### config.mk
export PLATFORM = sky130hd
export DESIGN_NAME = fetch_unit_flat
export DESIGN_NICKNAME = d
export VERILOG_FILES = /design/src/rtl/fetch_unit_pkg.sv /design/src/rtl/fetch_unit_if.sv /design/src/rtl/fetch_buffer.sv /design/src/rtl/fetch_unit.sv /design/src/flat_wrapper.sv
export SDC_FILE = /design/constraint.sdc
export NUM_CORES = 1
export LEC_CHECK = 0
export BUFFER_PORTS_ARGS = -buffer_cell sky130_fd_sc_hd__buf_2
export CAP_MARGIN = 5
export CORE_ASPECT_RATIO = 1.75
export CORE_MARGIN = 2
export CORE_UTILIZATION = 30
export CTS_CLUSTER_DIAMETER = 100
export DETAILED_ROUTE_END_ITERATION = 10
export SLEW_MARGIN = 20
export SYNTH_ARGS = -nofsm -noshare
export SYNTH_HDL_FRONTEND = slang
export SYNTH_SLANG_ARGS = --single-unit
### constraint.sdc
create_clock -name clk -period 9.6 [get_ports clk]
set_input_delay 1.92 -clock clk [delete_from_list [all_inputs] [get_ports clk]]
set_output_delay 1.92 -clock clk [all_outputs]
set_load 0.05 [all_outputs]
### src/rtl/fetch_unit_pkg.sv
// rtl/fetch_unit_pkg.sv - fetch/decode shared types and word-alignment helper
package fetch_unit_pkg;

    localparam int INSTR_BYTES = 4;

    typedef struct packed {
        logic [31:0] pc;
        logic [31:0] instr;
    } FetchEntry;

    function automatic logic [31:0] align_word(input logic [31:0] addr);
        return addr & ~32'(INSTR_BYTES - 1);
    endfunction

endpackage

### src/rtl/fetch_unit_if.sv
// rtl/fetch_unit_if.sv - imem request/response, redirect and decode handshake bundle
interface fetch_unit_if #(
    parameter int FB_DEPTH = 4
);
    logic                      OUT_imemEn;
    logic [31:0]               OUT_imemAddr;
    logic [31:0]               IN_imemData;
    logic                      IN_branchTaken;
    logic [31:0]               IN_branchAddr;
    logic                      IN_ready;
    logic                      OUT_valid;
    logic [31:0]               OUT_instr;
    logic [31:0]               OUT_pc;
    logic [$clog2(FB_DEPTH):0] OUT_fbCount;

    modport master (
        output OUT_imemEn, OUT_imemAddr, OUT_valid, OUT_instr, OUT_pc, OUT_fbCount,
        input  IN_imemData, IN_branchTaken, IN_branchAddr, IN_ready
    );

    modport slave (
        input  OUT_imemEn, OUT_imemAddr, OUT_valid, OUT_instr, OUT_pc, OUT_fbCount,
        output IN_imemData, IN_branchTaken, IN_branchAddr, IN_ready
    );
endinterface

### src/rtl/fetch_buffer.sv
// rtl/fetch_buffer.sv - circular FIFO of FetchEntry with flush; count separates full from empty
module fetch_buffer
    import fetch_unit_pkg::*;
#(
    parameter int DEPTH = 4,
    parameter int CW    = $clog2(DEPTH) + 1
) (
    input  logic          clk,
    input  logic          rst,
    input  logic          flush_i,
    input  logic          push_i,
    input  FetchEntry     push_data_i,
    input  logic          pop_i,
    output FetchEntry     head_o,
    output logic [CW-1:0] count_o
);
    localparam int PW = $clog2(DEPTH);

    FetchEntry       mem_q [DEPTH];
    logic [PW-1:0]   rd_q, rd_d, wr_q, wr_d;
    logic [CW-1:0]   count_q, count_d;

    always_comb begin
        rd_d    = rd_q;
        wr_d    = wr_q;
        count_d = count_q;
        if (flush_i) begin
            rd_d    = '0;
            wr_d    = '0;
            count_d = '0;
        end else begin
            if (push_i) wr_d = wr_q + PW'(1);
            if (pop_i)  rd_d = rd_q + PW'(1);
            count_d = count_q + CW'(push_i) - CW'(pop_i);
        end
    end

    always_ff @(posedge clk) begin
        if (!rst) begin
            rd_q    <= '0;
            wr_q    <= '0;
            count_q <= '0;
        end else begin
            rd_q    <= rd_d;
            wr_q    <= wr_d;
            count_q <= count_d;
            // The upstream credit check must make a push into a full buffer impossible.
            if (push_i && !pop_i && !flush_i)
                assert (count_q < CW'(DEPTH));
        end
    end

    always_ff @(posedge clk) begin
        if (rst && push_i && !flush_i)
            mem_q[wr_q] <= push_data_i;
    end

    assign head_o  = mem_q[rd_q];
    assign count_o = count_q;

endmodule

### src/rtl/fetch_unit.sv
// rtl/fetch_unit.sv - PC, single-outstanding imem request, credit check and redirect flush
module fetch_unit
    import fetch_unit_pkg::*;
#(
    parameter logic [31:0] RESET_PC = 32'h0000_0000,
    parameter int          FB_DEPTH = 4
) (
    input  logic          clk,
    input  logic          rst,
    fetch_unit_if.master  bus
);
    localparam int CW = $clog2(FB_DEPTH) + 1;

    logic [31:0]   pc_q, pc_d;
    logic [31:0]   req_pc_q, req_pc_d;
    logic          inflight_q, inflight_d;
    logic          issue, push, pop, head_valid;
    logic [CW-1:0] count;
    FetchEntry     head, push_entry;

    // Credit counts the in-flight request so its response always has a free slot.
    assign issue      = rst & ~bus.IN_branchTaken & ((count + CW'(inflight_q)) < CW'(FB_DEPTH));
    assign push       = inflight_q & ~bus.IN_branchTaken;
    assign head_valid = rst & (count != '0);
    assign pop        = head_valid & bus.IN_ready;
    assign push_entry = '{pc: req_pc_q, instr: bus.IN_imemData};

    always_comb begin
        pc_d       = pc_q;
        req_pc_d   = req_pc_q;
        inflight_d = issue;
        if (bus.IN_branchTaken) begin
            pc_d = align_word(bus.IN_branchAddr);
        end else if (issue) begin
            pc_d     = pc_q + 32'(INSTR_BYTES);
            req_pc_d = pc_q;
        end
    end

    always_ff @(posedge clk) begin
        if (!rst) begin
            pc_q       <= RESET_PC;
            req_pc_q   <= '0;
            inflight_q <= 1'b0;
        end else begin
            pc_q       <= pc_d;
            req_pc_q   <= req_pc_d;
            inflight_q <= inflight_d;
        end
    end

    fetch_buffer #(
        .DEPTH (FB_DEPTH),
        .CW    (CW)
    ) u_buffer (
        .clk         (clk),
        .rst         (rst),
        .flush_i     (bus.IN_branchTaken),
        .push_i      (push),
        .push_data_i (push_entry),
        .pop_i       (pop),
        .head_o      (head),
        .count_o     (count)
    );

    assign bus.OUT_imemEn   = issue;
    assign bus.OUT_imemAddr = pc_q;
    assign bus.OUT_valid    = head_valid;
    assign bus.OUT_instr    = head.instr;
    assign bus.OUT_pc       = head.pc;
    assign bus.OUT_fbCount  = rst ? count : '0;

endmodule

### src/flat_wrapper.sv
// flat-port wrapper written by rule: the top's interface ports become plain ports
module fetch_unit_flat import fetch_unit_pkg::*;
#(
    parameter logic [31:0] RESET_PC = 32'h0000_0000,
    parameter int          FB_DEPTH = 4
)
  (clk, rst, bus_OUT_imemEn, bus_OUT_imemAddr, bus_OUT_valid, bus_OUT_instr, bus_OUT_pc, bus_OUT_fbCount, bus_IN_imemData, bus_IN_branchTaken, bus_IN_branchAddr, bus_IN_ready);
  fetch_unit_if #(.FB_DEPTH(FB_DEPTH)) bus_i ();
  input  logic clk;
  input  logic rst;
  output wire logic [$bits(bus_i.OUT_imemEn)-1:0] bus_OUT_imemEn;
  output wire logic [$bits(bus_i.OUT_imemAddr)-1:0] bus_OUT_imemAddr;
  output wire logic [$bits(bus_i.OUT_valid)-1:0] bus_OUT_valid;
  output wire logic [$bits(bus_i.OUT_instr)-1:0] bus_OUT_instr;
  output wire logic [$bits(bus_i.OUT_pc)-1:0] bus_OUT_pc;
  output wire logic [$bits(bus_i.OUT_fbCount)-1:0] bus_OUT_fbCount;
  input wire logic [$bits(bus_i.IN_imemData)-1:0] bus_IN_imemData;
  input wire logic [$bits(bus_i.IN_branchTaken)-1:0] bus_IN_branchTaken;
  input wire logic [$bits(bus_i.IN_branchAddr)-1:0] bus_IN_branchAddr;
  input wire logic [$bits(bus_i.IN_ready)-1:0] bus_IN_ready;
  assign bus_OUT_imemEn = bus_i.OUT_imemEn;
  assign bus_OUT_imemAddr = bus_i.OUT_imemAddr;
  assign bus_OUT_valid = bus_i.OUT_valid;
  assign bus_OUT_instr = bus_i.OUT_instr;
  assign bus_OUT_pc = bus_i.OUT_pc;
  assign bus_OUT_fbCount = bus_i.OUT_fbCount;
  assign bus_i.IN_imemData = bus_IN_imemData;
  assign bus_i.IN_branchTaken = bus_IN_branchTaken;
  assign bus_i.IN_branchAddr = bus_IN_branchAddr;
  assign bus_i.IN_ready = bus_IN_ready;
  fetch_unit #(.RESET_PC(RESET_PC), .FB_DEPTH(FB_DEPTH)) u_core (.clk(clk), .rst(rst), .bus(bus_i));
endmodule
==> results of run 1 <==
## state kept, by name, indices dropped and copies added (netlist names), named ones only
signal,flops
u_core.bus.OUT_imemAddr,30
u_core.inflight_q,1
u_core.req_pc_q,30
u_core.u_buffer.count_o,3
u_core.u_buffer.mem_q,248
u_core.u_buffer.rd_q,2
u_core.u_buffer.wr_q,2
## synth_stat cells (4+ instances only)
master | number | area share [%]
sky130_fd_sc_hd__mux4_2 | 62 | 11
sky130_fd_sc_hd__buf_4 | 4 | 0.25
sky130_fd_sc_hd__o211ai_1 | 4 | 0.25
sky130_fd_sc_hd__and3_1 | 6 | 0.31
sky130_fd_sc_hd__nand3_1 | 16 | 0.66
sky130_fd_sc_hd__edfxtp_1 | 248 | 61
sky130_fd_sc_hd__o21ai_0 | 19 | 0.78
sky130_fd_sc_hd__clkbuf_1 | 26 | 0.80
sky130_fd_sc_hd__inv_1 | 15 | 0.46
sky130_fd_sc_hd__nor4_1 | 11 | 0.56
sky130_fd_sc_hd__dfxtp_1 | 70 | 11
sky130_fd_sc_hd__a31oi_1 | 7 | 0.36
sky130_fd_sc_hd__xnor2_1 | 19 | 1.4
sky130_fd_sc_hd__buf_2 | 10 | 0.41
sky130_fd_sc_hd__and2_1 | 11 | 0.56
sky130_fd_sc_hd__ha_1 | 7 | 0.72
sky130_fd_sc_hd__a21oi_1 | 45 | 1.8
sky130_fd_sc_hd__nor2_1 | 15 | 0.46
sky130_fd_sc_hd__nand2_1 | 88 | 2.7
sky130_fd_sc_hd__or4_1 | 4 | 0.25
sky130_fd_sc_hd__xor2_1 | 7 | 0.50
sky130_fd_sc_hd__nand4_1 | 11 | 0.56
## stage by stage
step                hold WS (ps)  worst slack [ps]  area, µm²  power, mW
finish                       501              3790      14600       2.92
global route                 520              3590      14600       3.01
CTS                          501              3770      14600       2.95
detailed placement           491              3800      13500       1.69
global placement             472              3790      13500       1.69
floorplan                    460              4520      12200       1.64
## layout make-up
cell class	count	area (µm²)	area share [%]
Multi-Input combinational cell	364	3130	21.4
Sequential cell	318	8860	60.6
Timing Repair Buffer	169	883	6.05
Inverter	15	56.3	0.385
Tap cell	495	619	4.24
Clock inverter	18	221	1.52
Clock buffer	38	842	5.76
## logic make-up (layout without fill, tap and decap cells)
| logic type | Yosys count | in the layout | synth area share [%] |
|---|---|---|---|
| mux | 65 | 65 | 11.7 |
| fa+ha+maj | 8 | 8 | 0.883 |
| flops | 318 | 318 | 72.6 |
| xor+xnor | 26 | 26 | 1.87 |
| other cells | 1 | 4 | 0.0308 |
| buf+inv | 59 | 240 | 2.05 |
| compound gates | 86 | 86 | 3.99 |
| simple gates | 175 | 175 | 6.89 |
## final timing paths
kind	to	slack (ps)	cells past startpoint
max	bus_OUT_imemEn	3790	6
min	u_core.req_pc_q[6]	500	2
max reg2reg	u_core.bus.OUT_imemAddr[16]	7320	6
min reg2reg	u_core.req_pc_q[6]	500	2
## where the power goes
group          internal, mW  switching [mW]  total, mW
Sequential             1.49          0.0256       1.52
Combinational        0.0388          0.0981      0.137
Clock                 0.735           0.528       1.26
Total                  2.27           0.652       2.92
## per-layer routing
layer | vias to the layer above | GRT usage (%) | routed length (µm)
met1 | 3421 | 15.0 | 10700
met5 | - | 0 | 0
met2 | 194 | 24.5 | 15200
li1 | 3163 | - | -
met4 | 0 | 4.61 | 733
met3 | 38 | 1.63 | 1200
## critical path: stages
cell and delay [ps]:
sky130_fd_sc_hd__buf_2 420, sky130_fd_sc_hd__nor2b_1 640, sky130_fd_sc_hd__nand2_1 140, sky130_fd_sc_hd__inv_1 80, sky130_fd_sc_hd__buf_4 340, sky130_fd_sc_hd__buf_2 340
==> impl_metrics.yaml, run 1 <==
final_layout:
  finish.net_count: 974
  num_antenna_cells: 0
  syn_to_final_growth_pct: 19.8
  finish.utilization_pct: 36.5
  mostFrequentLayoutCells: "248 x sky130_fd_sc_hd__edfxtp_1, 162 x sky130_fd_sc_hd__buf_2, 88 x sky130_fd_sc_hd__nand2_1"
  layout.cells.most_common: "sky130_fd_sc_hd__edfxtp_1"
  final_cell_count_no_fill: 1417
  share_of_final_layout_standard_cells_stronger_than_drive_strength_1_pct: 32.0
  fill_cells: 3820
clock_network:
  h-tree-depth: 1
  clock_insertion_delay_worst_skew_ps: 560
  clock_sinks: 318
  post-cts-setup-buffers: 0
  clock_path_buffers: 3
  cts_inserted_buffers: 30
  cts_hold_buf: 0
  root_buffer: "sky130_fd_sc_hd__clkbuf_16"
  cts_resized: 0
  cts_tree: "yes"
  clkTransAtPathRegs_ps: 70
outcome:
  outcome: "complete, no violations"
placement:
  gp_congestion: 0.799
  dp.final_hpwl_um: 16900
  portBuffers: 162
  numPlacedInstances: 1360
global_routing:
  grt_pass1_vias: 7043
  grt_pass1_wl_um: 42100
  grt_max_degree: 63
  grt_overflow_total: 0
  groute.usage.overall_pct: 13.1
  initial_antenna_violation_count: 0
min_path:
  hold_start: "u_core.req_pc_q[6]"
  worst_hold_path_type: "flop to flop"
detailed_routing:
  dr.first_iter.drc_count: 294
  routed_wirelength_um: 27800
  routedWlPerCell_um: 19.6
  drtPass1Iterations: 4
  detail-route-antenna-nets: 0
  vias_per_cell: 4.81
  route.vias.total: 6816
  drc: 0
sta:
  period_share_pct: 60.5
  slew_headroom_pct: 29.6
  post-route-min-period_ps: 5810
  rsz0062_at_grt: "no"
  slew_viol_final: 0
  totalNegativeSetupSlack_ps: 0
  final_hold_viol_count: 0
  finClkSkew_ps: 13.4
  setup_viol: 0
  max_slew.worst_pin.slew_ps: 1060
  max_freq_mhz: 172
worst_setup_path:
  timing.critical_path.arrival_ps: 3890
  crit_path_start: "rst"
  rr_startpoint: "u_core.inflight_q"
  worstPathRequired_ps: 7680
  endpoint_kind: "primary output"
  element_type_at_the_critical_path_start: "primary input"
  critical_path_class: "primary input to primary output"
  crit_fanout: 31
synth:
  synth-async-reset-ratio_pct: 0
  synthesis.instances: 738
  synth_enable_flop_cells: 248
  avgSynthCellArea_um2: 16.5
  synth_area_um2: 12200
  synth.lib_cells_used.distinct: 43
  synth.ff_latch_count: 318
  synth_ff_type: "sky130_fd_sc_hd__edfxtp_1"
  yosys_warns: 0
  synth-seq-area-share_pct: 72.6
power:
  max-vdd-ir-drop_mv: 0.117
  cellLeakagePower_nw: 5.03
  p_per_area_nw_per_um2: 200
floorplan:
  placementRows: 97
  io-pin-count: 169
  floorplan.initialDensity_pct: 30.4
  floorplan.die.height_um: 271
  die_x_um: 156
  core_um2: 40100
  full_die_area_um2: 42300
job:
  cap_violations: 0
Note: power is estimated with default switching activity, not from simulation.
==> run 2: changes to the inputs <==
==> constraint.sdc (replaced) <==
create_clock -name clk -period 5.54 [get_ports clk]
set_input_delay 1.108 -clock clk [delete_from_list [all_inputs] [get_ports clk]]
set_output_delay 1.108 -clock clk [all_outputs]
set_load 0.05 [all_outputs]
==> run 2 against run 1 <==
Net effect:
- utilization about the same
- register-to-register slack worse by 4200 ps
- final area hardly changed
- first-iteration DRC count is 48% higher
- non-clock buffer count up 4
- flip-flop and latch count stayed put
- global-route usage grew 0.17 points
- combinational power is 72% higher
- worst setup slack worse by 2100 ps
- clock skew fell by 5.4 ps
- worst hold slack about the same
- cell count rose by 0.28%
- critical path type is now flop to primary output
- largest cell class unchanged
- largest power group unchanged
==> impl_metrics.yaml, run 2 (synthesis gave the netlist of run 1 again) <==
outcome:
  outcome: "complete, no violations"
detailed_routing:
  route.vias.total: 6885
  drtPass1Iterations: 5
  detail-route-antenna-nets: 0
  dr.first_iter.drc_count: 434
  drc: 0
  routed_wirelength_um: 27800
  vias_per_cell: 4.85
  routedWlPerCell_um: 19.6
final_layout:
  layout.cells.most_common: "sky130_fd_sc_hd__edfxtp_1"
  largest_reg_flops: 248
  mostFrequentLayoutCells: "248 x sky130_fd_sc_hd__edfxtp_1, 162 x sky130_fd_sc_hd__buf_2, 88 x sky130_fd_sc_hd__nand2_1"
  finish.utilization_pct: 36.5
  share_of_final_layout_standard_cells_stronger_than_drive_strength_1_pct: 31.5
  layout.area.seq_um2: 8860
  syn_to_final_growth_pct: 19.9
  largest_register: "u_core.u_buffer.mem_q"
  finish.net_count: 978
  multi_input_area_um2: 3120
  fill_cells: 3816
worst_setup_path:
  crit_fanout: 42
  timing.critical_path.arrival_ps: 2760
  cpPeakStageDelay_ps: 980
  cp_cell_sequence: "buf_4, mux4_2, buf_2"
  endpoint_kind: "primary output"
  worstPathRequired_ps: 4430
  element_type_at_the_critical_path_start: "flop"
  critical-path-slowest-cell: "sky130_fd_sc_hd__dfxtp_4"
  critical_path_class: "flop to primary output"
clock_network:
  cts_resized: 0
  h-tree-depth: 1
  root_buffer: "sky130_fd_sc_hd__clkbuf_16"
  post-cts-setup-buffers: 0
  cts_tree: "yes"
  clock_path_buffers: 3
  clkTransAtPathRegs_ps: 60
  clock_insertion_delay_worst_skew_ps: 550
  clock_sinks: 318
  cts_inserted_buffers: 30
  cts_hold_buf: 0
sta:
  totalNegativeSetupSlack_ps: 0
  final_hold_viol_count: 0
  setup_viol: 0
  max_slew.worst_pin.slew_ps: 1060
  slew_viol_final: 0
  max_freq_mhz: 259
  slew_headroom_pct: 29.0
  finClkSkew_ps: 7.96
  period_share_pct: 69.8
  rsz0062_at_grt: "no"
  post-route-min-period_ps: 3870
global_routing:
  grt_overflow_total: 0
  groute.usage.overall_pct: 13.2
  initial_antenna_violation_count: 1
  grt_pass1_wl_um: 42700
  grt_max_degree: 63
  grt_pass1_vias: 7171
power:
  cellLeakagePower_nw: 5.04
  max-vdd-ir-drop_mv: 0.212
  p_comb_share_pct: 4.7
  power_report.internal_total_mw: 3.87
  power.switching_fraction_pct: 22.1
  p_per_area_nw_per_um2: 340
  overall_power_consumption_mw: 4.98
  total_switching_power_mw: 1.10
  power.clock.fraction_pct: 42.3
  power.share.sequential_pct: 53.0
floorplan:
  full_die_area_um2: 42300
  floorplan.die.height_um: 271
  floorplan.initialDensity_pct: 30.4
  die_x_um: 156
  placementRows: 97
  core_um2: 40100
  io-pin-count: 169
placement:
  dp.final_hpwl_um: 16900
  gp_congestion: 0.773
  portBuffers: 162
min_path:
  worst_hold_path_type: "flop to flop"
job:
  cap_violations: 0
-- run 2: cell types whose count changed in the layout (fill, tap and decap cells not counted), sizes merged --
cell / change
inv: +1
diode: +1
clkinv: +2
clkbuf: -2
clkinvlp: -2
buf: +4
-- run 2: power by group through the flow --
stage	registers [mW]	logic, mW	clock network, mW
3_3_place_gp	2.69	0.234	0
4_1_cts	2.64	0.238	2.18
5_1_grt	2.64	0.254	2.26
6_report	2.64	0.235	2.11
2_1_floorplan	2.72	0.114	0
3_5_place_dp	2.69	0.238	0
-- run 2: final cells by class --
type                       count  share of cell area [%]
clock inverter                19                    1.46
sequential                   318                    60.6
tap                          495                    4.24
clock buffer                  36                    5.44
multi-input combinational    364                    21.4
inverter                      15                   0.385
antenna                        1                  0.0171
timing repair buffer         173                    6.52
-- run 2: worst max-delay path, delay by kind of cell (launching register included) --
kind | cells | cell delay, ps
buffers and inverters | 2 | 640
flip-flops | 1 | 980
multiplexers | 1 | 550
-- run 2: metal layers --
layer  global-route usage, %  share of wire [%]
met1                    15.6                 40
met2                    24.4                 53
met3                    1.76                4.4
met4                    4.61                2.7
met5                       0                  0
-- run 2: per-stage QoR --
| stage | hold WS, ps | area (µm²) | setup slack (ps) | std cells |
|---|---|---|---|---|
| after floorplan | 460 | 12200 | 1860 | 741 |
| after global placement | 473 | 13500 | 1960 | 1362 |
| after detailed placement | 492 | 13500 | 1950 | 1362 |
| after CTS | 500 | 14500 | 1490 | 1417 |
| after global routing | 521 | 14600 | 1410 | 1421 |
| final | 501 | 14600 | 1670 | 1421 |
-- run 2: final timing paths --
kind / start / to / slack (ps) / depth (start not counted)
hold / removal: u_core.req_pc_q[5] / u_core.req_pc_q[5] / 500 / 2
setup reg to reg: u_core.inflight_q / u_core.req_pc_q[7] / 3130 / 7
setup / recovery: flop / bus_OUT_pc[19] / 1670 / 3
hold reg to reg: u_core.req_pc_q[5] / u_core.req_pc_q[5] / 500 / 2
